$ cat config.mk
export PLATFORM = sky130hd
export DESIGN_NAME = av2_forward_transform_4x4
export DESIGN_NICKNAME = d
export VERILOG_FILES = /design/src/rtl/av2_forward_transform_4x4.sv
export SDC_FILE = /design/constraint.sdc
export NUM_CORES = 2
export LEC_CHECK = 0
export CAP_MARGIN = 5
export CELL_PAD_IN_SITES_DETAIL_PLACEMENT = 0
export CELL_PAD_IN_SITES_GLOBAL_PLACEMENT = 1
export CORE_MARGIN = 2
export CORE_UTILIZATION = 49
export DETAILED_ROUTE_END_ITERATION = 8
export PLACE_DENSITY_LB_ADDON = 0.08
export SLEW_MARGIN = 20
export SYNTH_ARGS = -nofsm -noshare
export SYNTH_HDL_FRONTEND = slang
export SYNTH_SLANG_ARGS = --single-unit
$ cat constraint.sdc
create_clock -name clk -period 12 [get_ports clk]
set_clock_uncertainty 0.15 [all_clocks]
set_input_delay 2.4 -clock clk [delete_from_list [all_inputs] [get_ports clk]]
set_output_delay 2.4 -clock clk [all_outputs]
set_load 0.1 [all_outputs]
$ cat src/rtl/av2_forward_transform_4x4.sv
// 4x4 forward DCT-II (DCT_DCT): streams 16 raster residuals in, runs a row pass
// then a column pass, and streams 16 saturated raster coefficients out.
module av2_forward_transform_4x4 #(
    parameter int IN_WIDTH  = 16,
    parameter int OUT_WIDTH = 16,
    parameter int COS_BIT   = 12
) (
    input  logic                        clk,
    input  logic                        rst_n,
    input  logic                        in_valid,
    output logic                        in_ready,
    input  logic signed [IN_WIDTH-1:0]  in_residual,
    output logic                        out_valid,
    input  logic                        out_ready,
    output logic signed [OUT_WIDTH-1:0] out_coeff,
    output logic                        out_last,
    output logic                        busy
);

    localparam int ACC_W = 24;
    localparam logic signed [31:0] C32     = 32'sd2896;
    localparam logic signed [31:0] C16     = 32'sd3784;
    localparam logic signed [31:0] C48     = 32'sd1567;
    localparam logic signed [31:0] RND     = 32'sd1 <<< (COS_BIT - 1);
    localparam logic signed [31:0] SAT_MAX = (32'sd1 <<< (OUT_WIDTH - 1)) - 32'sd1;
    localparam logic signed [31:0] SAT_MIN = -(32'sd1 <<< (OUT_WIDTH - 1));

    typedef enum logic [1:0] {LOAD, ROW, COL, OUT} state_t;

    state_t state, state_nx;
    logic [3:0] cnt, ocnt;
    logic [1:0] idx;

    logic signed [ACC_W-1:0]     blk  [16];
    logic signed [OUT_WIDTH-1:0] coef [16];
    logic signed [31:0]          a    [4];
    logic signed [31:0]          y    [4];
    logic signed [31:0]          s0, s1, s2, s3;

    function automatic logic signed [31:0] rs(input logic signed [31:0] x);
        return (x + RND) >>> COS_BIT;
    endfunction

    function automatic logic signed [OUT_WIDTH-1:0] sat(input logic signed [31:0] x);
        if (x > SAT_MAX) return SAT_MAX[OUT_WIDTH-1:0];
        if (x < SAT_MIN) return SAT_MIN[OUT_WIDTH-1:0];
        return x[OUT_WIDTH-1:0];
    endfunction

    // One shared fdct4 datapath: row idx in ROW, column idx in COL.
    always_comb begin
        for (int unsigned k = 0; k < 4; k++) begin
            if (state == COL) a[k] = 32'(blk[{2'(k), idx}]);
            else              a[k] = 32'(blk[{idx, 2'(k)}]);
        end
        s0 = a[0] + a[3];
        s1 = a[1] + a[2];
        s2 = a[1] - a[2];
        s3 = a[0] - a[3];
        y[0] = rs(C32 * (s0 + s1));
        y[1] = rs(C48 * s2 + C16 * s3);
        y[2] = rs(C32 * (s0 - s1));
        y[3] = rs(C48 * s3 - C16 * s2);
    end

    always_ff @(posedge clk) begin
        case (state)
            LOAD: if (in_valid) blk[cnt] <= ACC_W'(in_residual);
            ROW:  for (int unsigned k = 0; k < 4; k++) blk[{idx, 2'(k)}] <= y[k][ACC_W-1:0];
            COL:  for (int unsigned k = 0; k < 4; k++) coef[{2'(k), idx}] <= sat(y[k]);
            default: ;
        endcase
    end

    always_ff @(posedge clk) begin
        if (!rst_n) begin
            state <= LOAD;
            cnt   <= '0;
            idx   <= '0;
            ocnt  <= '0;
        end else begin
            state <= state_nx;
            case (state)
                LOAD:     if (in_valid) cnt <= cnt + 4'd1;
                ROW, COL: idx <= idx + 2'd1;
                OUT:      if (out_ready) ocnt <= ocnt + 4'd1;
                default:  ;
            endcase
        end
    end

    always_comb begin
        state_nx  = state;
        in_ready  = 1'b0;
        out_valid = 1'b0;
        out_last  = 1'b0;
        out_coeff = '0;
        busy      = 1'b1;
        case (state)
            LOAD: begin
                in_ready = 1'b1;
                busy     = 1'b0;
                if (in_valid && cnt == 4'd15) state_nx = ROW;
            end
            ROW: if (idx == 2'd3) state_nx = COL;
            COL: if (idx == 2'd3) state_nx = OUT;
            OUT: begin
                out_valid = 1'b1;
                out_coeff = coef[ocnt];
                out_last  = (ocnt == 4'd15);
                if (out_ready && ocnt == 4'd15) state_nx = LOAD;
            end
            default: state_nx = LOAD;
        endcase
    end

endmodule

==> reports/results.ini <==
[critical_path]
r2r-start=state[0]$_SDFFE_PN0P_
end_kind=flop
critical_path_class=flop to flop
cp.required_ps=12220
slowest_delay_ps=550
cpMostUsedCell=fa_1
critPathLaunchType=flop
crit_fanout=8
slowest_stage=fa_1
worstPathArrival_ps=12850
cp-startpoint=state[0]$_SDFFE_PN0P_

[sta]
fmax_ghz=0.0792
setup_viol=171
hold_violations=0
timing.final.crit_share_pct=105
tightest_slew_ps=1060
slew_headroom_pct=28.6
setup_slack_ps=-633
fin_crit_ps=12630
rsz0062_at_grt=true
drv_slew=0
setup_tns_ps=-74320

[detailed_routing]
drc=0
vias=44800
avgRoutedWirePerCell_um=23.9
postRouteWirelength_um=191000
vias_per_cell=5.60
drtIter0Drc=3251
dr.pass1.iters=7
ant_nets=0

[run_status]
status=complete, but fails checks
violations=negative setup slack

[run]
maxCapViolCount=0

[placement]
io_buffers=39
hpwl_um=154000
place.gp.congestion=0.952

[cells_and_area]
final_common_cell=inv_1
layout.nets=7657
n_fill_cell=10600
syn_to_final_growth_pct=20.0
final_cell_mix=inv_1, buf_4, ha_1, fa_1, edfxtp_1
diodes=0
drive_gt1_share_pct=22.7

[logic_synthesis]
ys_seq_area_share_pct=28.7
ys_types=116
ys_warn_count=0
synthCells=5579
async_flop_share_pct=0
syn_area_um2=61500
synthFlopType=edfxtp_1
synth_seq_cells=594
synth_edf_count=576
syn_nets=6909
synth_area_leaders=edfxtp_1, fa_1, ha_1
synth_top_cell_area_share_pct=28.1
yosysTopAreaCell=edfxtp_1
avgSynthCellArea_um2=11.0

[die]
die_width_um=358
die_h_um=358
rows=129
ios=40
start_util_pct=49.5
fp.dieArea_um2=128000
core_area_um2=124000

[clock_tree]
cts_made_buffers=57
clkSinkCount=594
root_buffer=clkbuf_16
cts_tree=built
cts_hold_buffers=0
clkLatencyLatePin_ps=650
ctsHtreeMaxLevel=2
cts_buffer_depth=3
cts.reportedPaths.clkPinSlew_ps=60

[min_path]
min_path_type=flop to flop
min-delay-start=ocnt[1]$_SDFFE_PN0P_

[grt]
grt_max_degree=75
groute.usage.overall_pct=30.3
antenna_found_initial=2
grt_pass1_wl_um=288000
grt_remaining_overflow=0
grt_pass1_vias=46500

==> state kept, by name (all words and copies together), names as in the netlist, named ones only <==
| signal | flops |
|---|---|
| blk | 320 |
| coef | 256 |
| cnt | 4 |
| ocnt | 4 |
| idx | 2 |
| state | 2 |
==> synthesized netlist by cell type (10+ instances only) <==
library cell and count:
o21ai_0 467, xor2_1 109, and2_1 52, a31oi_1 10
nor2_1 231, or2_2 19, mux4_2 160, a211oi_1 13
dfxtp_1 18, nand3_1 31, buf_1 28, nand2b_1 44
clkbuf_1 152, mux2i_1 124, o21ai_2 13, a22oi_1 11
a21oi_1 270, nor4_1 10, inv_1 924, nor2b_1 46
nand4_1 17, nand2_1 241, or3_1 15, and3_1 21
xnor2_1 250, nor3_1 40, a21o_1 54, ha_1 726
o21bai_1 56, o21ai_1 22, o21a_1 34, fa_1 584
edfxtp_1 576
==> per-layer routing <==
metal,vias up,track usage [%],share of wire (%)
met3,317,4.01,6.2
met2,1341,50.8,48
met1,22500,40.1,41
met4,2,11.9,4.7
li1,20700,-,-
met5,-,0,0.0068
==> path summary, 6_finish.rpt <==
kind | end | slack, ps | cells after the start
worst max register to register | coef[12][5]$_DFFE_PP_ | -630 | 54
worst max-delay path | coef[12][5]$_DFFE_PP_ | -630 | 54
worst min register to register | flop | 370 | 2
worst min-delay path | flop | 370 | 2
==> stage by stage <==
| step | utilization, % | setup slack [ps] | std cells | cell area, µm² | hold slack, ps |
|---|---|---|---|---|---|
| floorplan | - | 7.17 | 5579 | 62000 | 330 |
| global placement | 56.4 | -1180 | 7854 | 70000 | 353 |
| detailed placement | 56.4 | -1260 | 7854 | 70000 | 359 |
| CTS | 59.0 | -593 | 7998 | 73200 | 370 |
| global route | 59.5 | -1110 | 8010 | 73800 | 414 |
| finish | 59.5 | -633 | 8010 | 73800 | 371 |
==> cell families after synthesis <==
group                    after synthesis  share of synthesized area, %
XOR/XNOR                             366                          5.36
buffers and inverters               1124                          6.95
multiplexers                         287                          7.93
AND/OR/NAND/NOR                      808                          6.38
flip-flops                           594                          28.7
adder cells (fa/ha/maj)             1310                          33.8
AO/OA/AOI/OAI                       1090                          10.9
==> area by class of cell <==
class	instances	area [µm²]	share of cell area (%)
Multi-Input combinational cell	3861	41200	55.9
Sequential cell	594	17700	23.9
Timing Repair Buffer	886	7410	10.0
Inverter	927	3480	4.72
Tap cell	1637	2050	2.78
Clock buffer	66	1480	2.01
Clock inverter	39	489	0.663
==> worst max-delay path: cells and delay by family (launching register included) <==
family	cells	cell delay [ps]
XOR/XNOR	2	320
buffers and inverters	15	1670
flip-flops	1	330
adder cells (fa/ha/maj)	15	5480
multiplexers	2	540
AND/OR/NAND/NOR	6	980
AO/OA/AOI/OAI	14	2830
==> timing repair <==
item	CTS	global route
gates resized for setup	172	100
pin swaps	91	61
setup endpoints to repair	280	366
endpoints found under the hold margin	0	0
setup buffers	35	14
gates cloned	4	0
Power is left out: the tool's default activity adds up to more than one toggle a clock period on the data nets, which glitch-free logic cannot reach.
